`config.mk`:
```
export PLATFORM = sky130hd
export DESIGN_NAME = trace_ctrl_flat
export DESIGN_NICKNAME = d
export VERILOG_FILES = /design/src/rtl/sat_pkg.sv /design/src/rtl/trace_ctrl_if.sv /design/src/rtl/trace_ctrl_push_arb.sv /design/src/rtl/trace_ctrl.sv /design/src/flat_wrapper.sv
export SDC_FILE = /design/constraint.sdc
export NUM_CORES = 1
export LEC_CHECK = 0
export CORE_ASPECT_RATIO = 0.9
export CORE_MARGIN = 3
export CORE_UTILIZATION = 62
export CTS_CLUSTER_SIZE = 30
export DETAILED_ROUTE_END_ITERATION = 12
export DONT_BUFFER_PORTS = 1
export HOLD_SLACK_MARGIN = 0.1
export PLACE_DENSITY = 0.75
export SYNTH_ARGS = -nofsm -noshare
export SYNTH_HDL_FRONTEND = slang
export SYNTH_SLANG_ARGS = --single-unit
```
`constraint.sdc`:
```
create_clock -name clk -period 6.6 [get_ports clk]
set_input_delay 1.32 -clock clk [delete_from_list [all_inputs] [get_ports clk]]
set_output_delay 1.32 -clock clk [all_outputs]
set_load 0.1 [all_outputs]
```
`src/rtl/sat_pkg.sv`:
```
// Shared SAT-engine types: variable index width, trace entry kind and trace controller states.
// No logic here; every consumer imports this package.
package sat_pkg;

    localparam int VAR_W = 9;

    typedef enum logic {
        T_DECISION = 1'b0,
        T_FORCED   = 1'b1
    } trace_type_e;

    typedef enum logic [2:0] {
        IDLE,
        PUSH_WAIT,
        POP_REQ,
        POP_WAIT,
        UNASSIGN,
        FLIP_PUSH,
        FLIP_WAIT,
        UNSAT
    } tc_state_e;

endpackage

```
`src/rtl/trace_ctrl_if.sv`:
```
// Bundle between the trace controller and its neighbours (BCP, decider, trace table, assignment store).
// master = controller side, slave = environment side.
interface trace_ctrl_if #(
    parameter int VAR_W = 9,
    parameter int LVL_W = 8
);
    logic             imp_req;
    logic [VAR_W-1:0] imp_var;
    logic             imp_val;
    logic             imp_gnt;
    logic             dec_req;
    logic [VAR_W-1:0] dec_var;
    logic             dec_val;
    logic             dec_gnt;
    logic             conflict;
    logic             tt_push;
    logic             tt_pop;
    logic             tt_type;
    logic             tt_val;
    logic [VAR_W-1:0] tt_var;
    logic             tt_type_in;
    logic             tt_val_in;
    logic [VAR_W-1:0] tt_var_in;
    logic             tt_empty;
    logic             tt_done;
    logic             unassign_valid;
    logic [VAR_W-1:0] unassign_var;
    logic [LVL_W-1:0] level;
    logic             busy;
    logic             bt_done;
    logic             unsat;

    modport master (
        input  imp_req, imp_var, imp_val, dec_req, dec_var, dec_val, conflict,
               tt_type_in, tt_val_in, tt_var_in, tt_empty, tt_done,
        output imp_gnt, dec_gnt, tt_push, tt_pop, tt_type, tt_val, tt_var,
               unassign_valid, unassign_var, level, busy, bt_done, unsat
    );

    modport slave (
        output imp_req, imp_var, imp_val, dec_req, dec_var, dec_val, conflict,
               tt_type_in, tt_val_in, tt_var_in, tt_empty, tt_done,
        input  imp_gnt, dec_gnt, tt_push, tt_pop, tt_type, tt_val, tt_var,
               unassign_valid, unassign_var, level, busy, bt_done, unsat
    );

endinterface

```
`src/rtl/trace_ctrl_push_arb.sv`:
```
// Fixed-priority push arbiter: implication beats decision, payload follows the winner.
// Zero latency, combinational; grants only when i_en is high.
module push_arb #(
    parameter int VAR_W = 9
) (
    input  logic             i_en,
    input  logic             i_imp_req,
    input  logic [VAR_W-1:0] i_imp_var,
    input  logic             i_imp_val,
    input  logic             i_dec_req,
    input  logic [VAR_W-1:0] i_dec_var,
    input  logic             i_dec_val,
    output logic             o_imp_gnt,
    output logic             o_dec_gnt,
    output logic             o_push,
    output logic             o_type,
    output logic [VAR_W-1:0] o_var,
    output logic             o_val
);
    import sat_pkg::*;

    logic w_imp;
    logic w_dec;

    assign w_imp     = i_en & i_imp_req;
    assign w_dec     = i_en & i_dec_req & ~i_imp_req;
    assign o_imp_gnt = w_imp;
    assign o_dec_gnt = w_dec;
    assign o_push    = w_imp | w_dec;

    always_comb begin
        o_type = T_DECISION;
        o_var  = '0;
        o_val  = 1'b0;
        if (w_imp) begin
            o_type = T_FORCED;
            o_var  = i_imp_var;
            o_val  = i_imp_val;
        end else if (w_dec) begin
            o_type = T_DECISION;
            o_var  = i_dec_var;
            o_val  = i_dec_val;
        end
    end

endmodule

```
`src/rtl/trace_ctrl.sv`:
```
// Trace controller: serialises BCP/decider pushes into the trace table and runs chronological backtrack.
// Commands issue in the cycle a state is entered; waits on tt_done, requests stall (no grant) while busy.
module trace_ctrl #(
    parameter int NUM_VARIABLE = 128,
    parameter int VAR_W        = sat_pkg::VAR_W
) (
    input  logic        clk,
    input  logic        reset,
    trace_ctrl_if.master bus
);
    import sat_pkg::*;

    localparam int               LVL_W   = $clog2(NUM_VARIABLE + 1);
    localparam logic [LVL_W-1:0] LVL_MAX = LVL_W'(NUM_VARIABLE);

    tc_state_e        r_state, w_state_nxt;
    logic             r_pend, w_pend_nxt;
    logic [LVL_W-1:0] r_level, w_level_nxt;
    logic [VAR_W-1:0] r_cap_var;
    logic             r_cap_val;
    trace_type_e      r_cap_type;
    logic             w_cap_en;

    logic             w_arb_en;
    logic             w_imp_gnt, w_dec_gnt, w_arb_push, w_arb_type, w_arb_val;
    logic [VAR_W-1:0] w_arb_var;

    // Gating on reset keeps the Mealy grant path quiet while reset is held.
    assign w_arb_en = reset & (r_state == IDLE) & ~r_pend & ~bus.conflict;

    push_arb #(.VAR_W(VAR_W)) u_arb (
        .i_en      (w_arb_en),
        .i_imp_req (bus.imp_req),
        .i_imp_var (bus.imp_var),
        .i_imp_val (bus.imp_val),
        .i_dec_req (bus.dec_req),
        .i_dec_var (bus.dec_var),
        .i_dec_val (bus.dec_val),
        .o_imp_gnt (w_imp_gnt),
        .o_dec_gnt (w_dec_gnt),
        .o_push    (w_arb_push),
        .o_type    (w_arb_type),
        .o_var     (w_arb_var),
        .o_val     (w_arb_val)
    );

    assign bus.imp_gnt = w_imp_gnt;
    assign bus.dec_gnt = w_dec_gnt;
    assign bus.level   = r_level;
    assign bus.busy    = ~((r_state == IDLE) & ~r_pend);
    assign bus.unsat   = (r_state == UNSAT);

    always_comb begin
        w_state_nxt        = r_state;
        w_pend_nxt         = r_pend;
        w_level_nxt        = r_level;
        w_cap_en           = 1'b0;
        bus.tt_push        = 1'b0;
        bus.tt_pop         = 1'b0;
        bus.tt_type        = 1'b0;
        bus.tt_val         = 1'b0;
        bus.tt_var         = '0;
        bus.unassign_valid = 1'b0;
        bus.unassign_var   = '0;
        bus.bt_done        = 1'b0;
        case (r_state)
            IDLE: begin
                if (bus.conflict || r_pend) begin
                    w_pend_nxt  = 1'b0;
                    w_state_nxt = POP_REQ;
                end else if (w_arb_push) begin
                    bus.tt_push = 1'b1;
                    bus.tt_type = w_arb_type;
                    bus.tt_var  = w_arb_var;
                    bus.tt_val  = w_arb_val;
                    if (w_dec_gnt && (r_level != LVL_MAX))
                        w_level_nxt = r_level + LVL_W'(1);
                    w_state_nxt = PUSH_WAIT;
                end
            end
            PUSH_WAIT: begin
                if (bus.conflict)
                    w_pend_nxt = 1'b1;
                if (bus.tt_done)
                    w_state_nxt = IDLE;
            end
            POP_REQ: begin
                bus.tt_pop  = 1'b1;
                w_state_nxt = POP_WAIT;
            end
            POP_WAIT: begin
                if (bus.tt_done) begin
                    if (bus.tt_empty) begin
                        w_state_nxt = UNSAT;
                    end else begin
                        w_cap_en    = 1'b1;
                        w_state_nxt = UNASSIGN;
                    end
                end
            end
            UNASSIGN: begin
                bus.unassign_valid = 1'b1;
                bus.unassign_var   = r_cap_var;
                if (r_cap_type == T_FORCED) begin
                    w_state_nxt = POP_REQ;
                end else begin
                    if (r_level != '0)
                        w_level_nxt = r_level - LVL_W'(1);
                    w_state_nxt = FLIP_PUSH;
                end
            end
            FLIP_PUSH: begin
                // The flipped decision goes back as forced: it is now implied by the learnt conflict.
                bus.tt_push = 1'b1;
                bus.tt_type = T_FORCED;
                bus.tt_var  = r_cap_var;
                bus.tt_val  = ~r_cap_val;
                w_state_nxt = FLIP_WAIT;
            end
            FLIP_WAIT: begin
                if (bus.tt_done) begin
                    bus.bt_done = 1'b1;
                    w_state_nxt = IDLE;
                end
            end
            UNSAT: w_state_nxt = UNSAT;
            default: w_state_nxt = IDLE;
        endcase
    end

    always_ff @(posedge clk or negedge reset) begin
        if (!reset) begin
            r_state    <= IDLE;
            r_pend     <= 1'b0;
            r_level    <= '0;
            r_cap_var  <= '0;
            r_cap_val  <= 1'b0;
            r_cap_type <= T_DECISION;
        end else begin
            r_state <= w_state_nxt;
            r_pend  <= w_pend_nxt;
            r_level <= w_level_nxt;
            if (w_cap_en) begin
                r_cap_var  <= bus.tt_var_in;
                r_cap_val  <= bus.tt_val_in;
                r_cap_type <= trace_type_e'(bus.tt_type_in);
            end
        end
    end

endmodule

```
`src/flat_wrapper.sv`:
```
// flat-port wrapper written by rule: the top's interface ports become plain ports
module trace_ctrl_flat import sat_pkg::*;
#(
    parameter int NUM_VARIABLE = 128,
    parameter int VAR_W        = sat_pkg::VAR_W
)
  (clk, reset, bus_imp_req, bus_imp_var, bus_imp_val, bus_dec_req, bus_dec_var, bus_dec_val, bus_conflict, bus_tt_type_in, bus_tt_val_in, bus_tt_var_in, bus_tt_empty, bus_tt_done, bus_imp_gnt, bus_dec_gnt, bus_tt_push, bus_tt_pop, bus_tt_type, bus_tt_val, bus_tt_var, bus_unassign_valid, bus_unassign_var, bus_level, bus_busy, bus_bt_done, bus_unsat);
  trace_ctrl_if #(.VAR_W(VAR_W), .LVL_W(($clog2((128) + 1)))) bus_i ();
  input  logic clk;
  input  logic reset;
  input wire logic [$bits(bus_i.imp_req)-1:0] bus_imp_req;
  input wire logic [$bits(bus_i.imp_var)-1:0] bus_imp_var;
  input wire logic [$bits(bus_i.imp_val)-1:0] bus_imp_val;
  input wire logic [$bits(bus_i.dec_req)-1:0] bus_dec_req;
  input wire logic [$bits(bus_i.dec_var)-1:0] bus_dec_var;
  input wire logic [$bits(bus_i.dec_val)-1:0] bus_dec_val;
  input wire logic [$bits(bus_i.conflict)-1:0] bus_conflict;
  input wire logic [$bits(bus_i.tt_type_in)-1:0] bus_tt_type_in;
  input wire logic [$bits(bus_i.tt_val_in)-1:0] bus_tt_val_in;
  input wire logic [$bits(bus_i.tt_var_in)-1:0] bus_tt_var_in;
  input wire logic [$bits(bus_i.tt_empty)-1:0] bus_tt_empty;
  input wire logic [$bits(bus_i.tt_done)-1:0] bus_tt_done;
  output wire logic [$bits(bus_i.imp_gnt)-1:0] bus_imp_gnt;
  output wire logic [$bits(bus_i.dec_gnt)-1:0] bus_dec_gnt;
  output wire logic [$bits(bus_i.tt_push)-1:0] bus_tt_push;
  output wire logic [$bits(bus_i.tt_pop)-1:0] bus_tt_pop;
  output wire logic [$bits(bus_i.tt_type)-1:0] bus_tt_type;
  output wire logic [$bits(bus_i.tt_val)-1:0] bus_tt_val;
  output wire logic [$bits(bus_i.tt_var)-1:0] bus_tt_var;
  output wire logic [$bits(bus_i.unassign_valid)-1:0] bus_unassign_valid;
  output wire logic [$bits(bus_i.unassign_var)-1:0] bus_unassign_var;
  output wire logic [$bits(bus_i.level)-1:0] bus_level;
  output wire logic [$bits(bus_i.busy)-1:0] bus_busy;
  output wire logic [$bits(bus_i.bt_done)-1:0] bus_bt_done;
  output wire logic [$bits(bus_i.unsat)-1:0] bus_unsat;
  assign bus_i.imp_req = bus_imp_req;
  assign bus_i.imp_var = bus_imp_var;
  assign bus_i.imp_val = bus_imp_val;
  assign bus_i.dec_req = bus_dec_req;
  assign bus_i.dec_var = bus_dec_var;
  assign bus_i.dec_val = bus_dec_val;
  assign bus_i.conflict = bus_conflict;
  assign bus_i.tt_type_in = bus_tt_type_in;
  assign bus_i.tt_val_in = bus_tt_val_in;
  assign bus_i.tt_var_in = bus_tt_var_in;
  assign bus_i.tt_empty = bus_tt_empty;
  assign bus_i.tt_done = bus_tt_done;
  assign bus_imp_gnt = bus_i.imp_gnt;
  assign bus_dec_gnt = bus_i.dec_gnt;
  assign bus_tt_push = bus_i.tt_push;
  assign bus_tt_pop = bus_i.tt_pop;
  assign bus_tt_type = bus_i.tt_type;
  assign bus_tt_val = bus_i.tt_val;
  assign bus_tt_var = bus_i.tt_var;
  assign bus_unassign_valid = bus_i.unassign_valid;
  assign bus_unassign_var = bus_i.unassign_var;
  assign bus_level = bus_i.level;
  assign bus_busy = bus_i.busy;
  assign bus_bt_done = bus_i.bt_done;
  assign bus_unsat = bus_i.unsat;
  trace_ctrl #(.NUM_VARIABLE(NUM_VARIABLE), .VAR_W(VAR_W)) u_core (.clk(clk), .reset(reset), .bus(bus_i));
endmodule
```
==> out/results.ini, run 1 <==
[clock_tree]
numCtsBuffers = 3
cts.sinks = 23
cts_root_buffer = clkbuf_4
postCtsResizedCells = 0
clk_latency_ns = 0.32
cts_buffer_depth = 2
ctsHtreeMaxLevel = 1
cts_tree = yes
hold_buffers = 0
postCtsSetupRepairBufs = 0
clkSlewWorstSetupHoldPaths_ns = 0.12

[logic_synthesis]
syn_area_um2 = 1630
yosysUniqueCellTypes = 40
yosysSeqAreaShare = 0.353
async_flop_share = 1.00
synth_edf_count = 0
yosysWarnings = 0
avgSynthCellArea_um2 = 9.26
ys_ff_latch = 23
syn_nets = 221
ys.flop_type = dfrtp_1
syn_inst = 176

[timing]
relSlewSlack = 0.250
tightest_slew_ns = 1.12
finalHoldViolations = 0
rsz0062_at_grt = no
period_minus_slack_ns = 4.32
finalClockSkew_ns = 0.0100
timing.fmax_mhz = 231
drv_slew = 0
fin_setup_tns_ns = 0
min_period_over_period = 0.655
setup_viol = 0

[route]
drc = 0
wl_mm = 3.90
via_per_inst = 7.00
firstDrtPassIters = 8
first_iter_violations = 79
wl_per_cell_um = 19.5
via_count = 1399
ant_nets = 0

[finish]
fin_nets = 219
final_layout_size_suffix_gt1_frac = 0.168
num-fill-cells = 186
diodes = 0
syn2layout_area_growth_pct = 5.53

[worst_setup_path]
critPathKind = reg -> out
cp.arrival_ns = 3.00
crit_required_ns = 5.28
start_kind = flip-flop
worstPathMaxFanout = 29
setup.worst_path.end_class = output port

[floorplanning]
rows = 16
initial_core_util = 0.696
coreArea_um2 = 2340
die_height_um = 54.6
ios = 74
die_w_um = 60.1
dieArea_um2 = 3280

[grt]
track_usage = 0.239
grt_pass1_vias = 1266
gr-usage-met2 = 0.435
grtUsageMet1 = 0.259
antenna_found_initial = 0
grt_util_met3 = 0.0896
grt.overflow.total = 0
gr-max-usage-layer = met2
grt_start_max_net_pins = 30
grt_pass1_wl_mm = 5.74

[hold_path]
min_path_type = reg -> reg

[place]
place.port_buffers = 0
dpl.hpwl_mm = 2.96
place.gp.congestion = 0.778

[job]
maxCapViolCount = 0

[outcome]
status = finished clean

[placed cells by master, fill, tap and decap left out, drive strengths merged, types with 5 or more instances in the layout]
cell     n
a21oi   10
a222oi   9
and3    10
clkbuf   6
dfrtp   23
ha       6
inv     12
mux2    12
nand2   12
nand2b   5
nor2    10
o21ai   11
[worst max-delay path, cell delays in order, from the launching register on]
cell and delay, ns:
dfrtp_1 0.73, nor3_1 0.42, nand2_1 0.22, nor2_2 0.14, buf_4 0.35, a222oi_1 0.16
inv_1 0.64
[worst paths after layout]
path                                startpoint                   to  slack (ns)  depth (start not counted)
setup / recovery             u_core.r_state[2]        bus_tt_var[2]        2.28                          6
hold / removal             u_core.r_cap_var[6]  u_core.r_cap_var[6]        0.55                          1
setup reg to reg             u_core.r_state[0]  u_core.bus.level[6]        2.78                          9
hold reg to reg            u_core.r_cap_var[6]  u_core.r_cap_var[6]        0.55                          1
max in group asynchronous                reset  u_core.r_cap_var[6]        5.85                          0
min in group asynchronous                reset    u_core.r_state[2]        0.67                          0
[flip-flops by register name (all words and copies together) (netlist names)]
signal	cells
u_core.r_cap_type	1
u_core.r_cap_val	1
u_core.r_pend	1
u_core.bus.level	8
u_core.r_state	3
u_core.r_cap_var	9
[per-stage QoR]
stage	cells	instance area [um2]	utilization	setup WS (ns)	hold WS (ns)
after global placement	196	1690	0.723	2.36	0.506
after detailed placement	196	1690	0.723	2.33	0.518
final	200	1720	0.735	2.28	0.547
after CTS	200	1720	0.735	2.25	0.547
after global routing	200	1720	0.735	2.05	0.562
after floorplan	176	1630	-	1.58	0.474
[final cells by class]
cell class | instances | area [um2] | area share
Clock buffer | 4 | 26.3 | 0.0153
Inverter | 12 | 45.0 | 0.0262
Multi-Input combinational cell | 130 | 975 | 0.567
Sequential cell | 23 | 576 | 0.335
Tap cell | 27 | 33.8 | 0.0196
Timing Repair Buffer | 4 | 65.1 | 0.0378
[Yosys cell counts (all sizes together), types with 3 or more instances]
cell type / instances / area, um2
nor2b: 3 / 18.8
xnor2: 3 / 26.3
inv: 12 / 45.0
dfrtp: 23 / 576
mux2: 12 / 135
and3: 10 / 62.6
a21oi: 10 / 50.1
nor3: 4 / 20.0
xor2: 4 / 35.0
nand2: 12 / 45.0
nand3: 4 / 25.0
o21ai: 11 / 55.1
clkbuf: 6 / 22.5
ha: 6 / 75.1
buf: 5 / 38.8
nor3b: 4 / 35.0
a222oi: 9 / 90.1
nor2: 10 / 37.5
o21a: 3 / 22.5
nand2b: 5 / 31.3
[cells by family (layout without fill, tap and decap cells)]
| logic type | after synthesis | count (layout) | synth area share |
|---|---|---|---|
| AND/OR/NAND/NOR | 57 | 57 | 0.192 |
| multiplexers | 12 | 12 | 0.0829 |
| flip-flops | 23 | 23 | 0.353 |
| XOR/XNOR | 7 | 7 | 0.0376 |
| buffers and inverters | 23 | 20 | 0.0652 |
| AO/OA/AOI/OAI | 47 | 47 | 0.211 |
| adder cells (fa/ha/maj) | 7 | 7 | 0.0583 |
[per-layer routing]
layer | vias to the layer above | part of all wire
li1 | 645 | -
met1 | 673 | 0.39
met2 | 73 | 0.49
met3 | 8 | 0.10
met4 | 0 | 0.014
met5 | - | 0
Power of run 1 is not shown: default switching activity piles up to over one toggle a cycle in this logic, so the estimate is an artifact.
==> run 2, diff against run 1 <==
==> constraint.sdc (replaced) <==
create_clock -name clk -period 4.36 [get_ports clk]
set_input_delay 0.872 -clock clk [delete_from_list [all_inputs] [get_ports clk]]
set_output_delay 0.872 -clock clk [all_outputs]
set_load 0.1 [all_outputs]
==> run 2 against run 1 <==
  * Wire length grew 0.67%
  * Sequential share of layout area shrank 1.8 points
  * Clock-buffer cell count is the same
  * Highest routed layer unchanged
  * Cell area grew 5.7%
  * Flip-flop and latch count is the same
  * Critical path depth is the same
  * Critical endpoint is now bus_tt_val
  * Non-clock buffer count grew 13
==> out/results.ini, run 2 (synthesized netlist as in run 1, its figures left out) <==
[timing]
period_minus_slack_ns = 3.63
finalClockSkew_ns = 0.00848  ; -0.00154 ns
fin_setup_tns_ns = 0  ; unchanged
worst_hold_slack_ns = 0.230  ; -0.317 ns
tightest_slew_ns = 1.08  ; -0.0400 ns
drv_slew = 0  ; unchanged
rsz0062_at_grt = no
setup_viol = 0  ; unchanged
min_period_over_period = 0.832
relSlewSlack = 0.277  ; +0.0267
finalHoldViolations = 0  ; unchanged
timing.fmax_mhz = 276

[route]
drc = 0  ; unchanged
wl_mm = 3.93  ; +0.67%
first_iter_violations = 78  ; -1.3%
wl_per_cell_um = 18.4  ; -5.5%
via_count = 1401  ; +0.14%
ant_nets = 0  ; unchanged
firstDrtPassIters = 4  ; -4
via_per_inst = 6.58  ; -6.0%

[place]
dpl_cell_area_um2 = 1790  ; +5.8%
place.gp.congestion = 0.774  ; -0.46%
dpl.hpwl_mm = 3.04  ; +2.7%
place.port_buffers = 0  ; unchanged

[worst_setup_path]
setup.worst_path.end_class = output port
cp_slowest_cell = dfrtp_1
path_cells = nor3_1, nand2_1, nor2_2, buf_4, a22oi_1, o21ai_2
crit_required_ns = 3.49  ; -1.79 ns
start_kind = flip-flop
path_delay_family = simple AND/OR/NAND/NOR gates
critPathKind = reg -> out
cp.arrival_ns = 2.76  ; -0.24 ns
worstPathMaxFanout = 17  ; -41%
cp.buffers_inverters = 1  ; -1
rrSetupSlack_ns = 1.37  ; -1.41 ns
cp_slowest_stage_delay_ns = 0.57  ; -0.16 ns

[finish]
multi_input_area_um2 = 975  ; unchanged
largest_reg_flops = 9  ; unchanged
final_layout_size_suffix_gt1_frac = 0.226  ; +0.0582
diodes = 0  ; unchanged
fin_nets = 232  ; +5.9%
stdcell_area_um2 = 1820  ; +5.7%
layout_commonest_cell = dfrtp_1
top_register = u_core.r_cap_var
syn2layout_area_growth_pct = 11.5
final_cell_mix = dfrtp_1 (23), buf_4 (15), nand2_1 (12), inv_1 (12), mux2_2 (12)
register_area_um2 = 576  ; unchanged
num-fill-cells = 160  ; -14%

[grt]
grt_start_max_net_pins = 29  ; -3.3%
grt_pass1_vias = 1327  ; +4.8%
grt.overflow.total = 0  ; unchanged
grt_pass1_wl_mm = 6.07  ; +5.7%
antenna_found_initial = 0  ; unchanged
track_usage = 0.250  ; +0.0110

[clock_tree]
cts_buffer_depth = 2  ; unchanged
cts_root_buffer = clkbuf_4
cts_tree = yes
ctsHtreeMaxLevel = 1  ; unchanged
postCtsSetupRepairBufs = 0  ; unchanged
clkSlewWorstSetupHoldPaths_ns = 0.13  ; about the same
numCtsBuffers = 3  ; unchanged
cts.sinks = 23  ; unchanged
postCtsResizedCells = 0  ; unchanged
clk_latency_ns = 0.32  ; about the same
hold_buffers = 0  ; unchanged

[job]
maxCapViolCount = 0  ; unchanged

[floorplanning]
dieArea_um2 = 3280  ; unchanged
initial_core_util = 0.696  ; unchanged
rows = 16  ; unchanged
die_height_um = 54.6  ; unchanged
ios = 74  ; unchanged
coreArea_um2 = 2340  ; unchanged
die_w_um = 60.1  ; unchanged

[hold_path]
min_path_type = in -> async

[outcome]
status = finished clean

[run 2: cell count changes in the layout (fill, tap and decap cells not counted)]
cell / previous run / this run
buf_4: 2 / 15
[run 2: layout make-up]
class / count / area share
clock buffer: 4 / 0.0145
inverter: 12 / 0.0248
multi-input combinational: 130 / 0.536
sequential: 23 / 0.317
tap: 27 / 0.0186
timing repair buffer: 17 / 0.0895
[run 2: metal layers]
| metal | track usage | part of all wire | vias up |
|---|---|---|---|
| met5 | 0 | 0 | - |
| met4 | 0.0517 | 0.0031 | 0 |
| met3 | 0.0637 | 0.10 | 3 |
| met2 | 0.464 | 0.49 | 59 |
| met1 | 0.289 | 0.41 | 672 |
| li1 | - | - | 667 |
[run 2: worst paths after layout]
path / end / startpoint / cells past startpoint
setup / recovery: bus_tt_val / u_core.r_state[1] / 6
hold / removal: u_core.bus.level[4] / reset / 0
setup reg to reg: u_core.bus.level[6] / u_core.r_state[0] / 11
hold reg to reg: u_core.r_cap_var[4] / u_core.r_cap_var[4] / 1
max in group asynchronous: u_core.bus.level[1] / reset / 0
min in group clk: u_core.r_cap_var[4] / u_core.r_cap_var[4] / 1
[run 2: stage by stage]
step / setup slack [ns] / util / cells
4_1_cts: 0.734 / 0.776 / 213
5_1_grt: 0.510 / 0.776 / 213
3_5_place_dp: 1.07 / 0.765 / 209
2_1_floorplan: 0.232 / - / 176
6_report: 0.731 / 0.776 / 213
3_3_place_gp: 1.10 / 0.765 / 209
[run 2: worst register-to-register path: stages (launching register included)]
cell,delay (ns)
dfrtp_1,0.59
nor2_1,0.17
buf_4,0.19
nand2_1,0.10
inv_1,0.08
buf_4,0.34
ha_1,0.35
nor2b_1,0.16
o31a_1,0.26
o21a_1,0.20
o21a_1,0.18
o31ai_1,0.26
Power of run 2 is left out for the same reason.
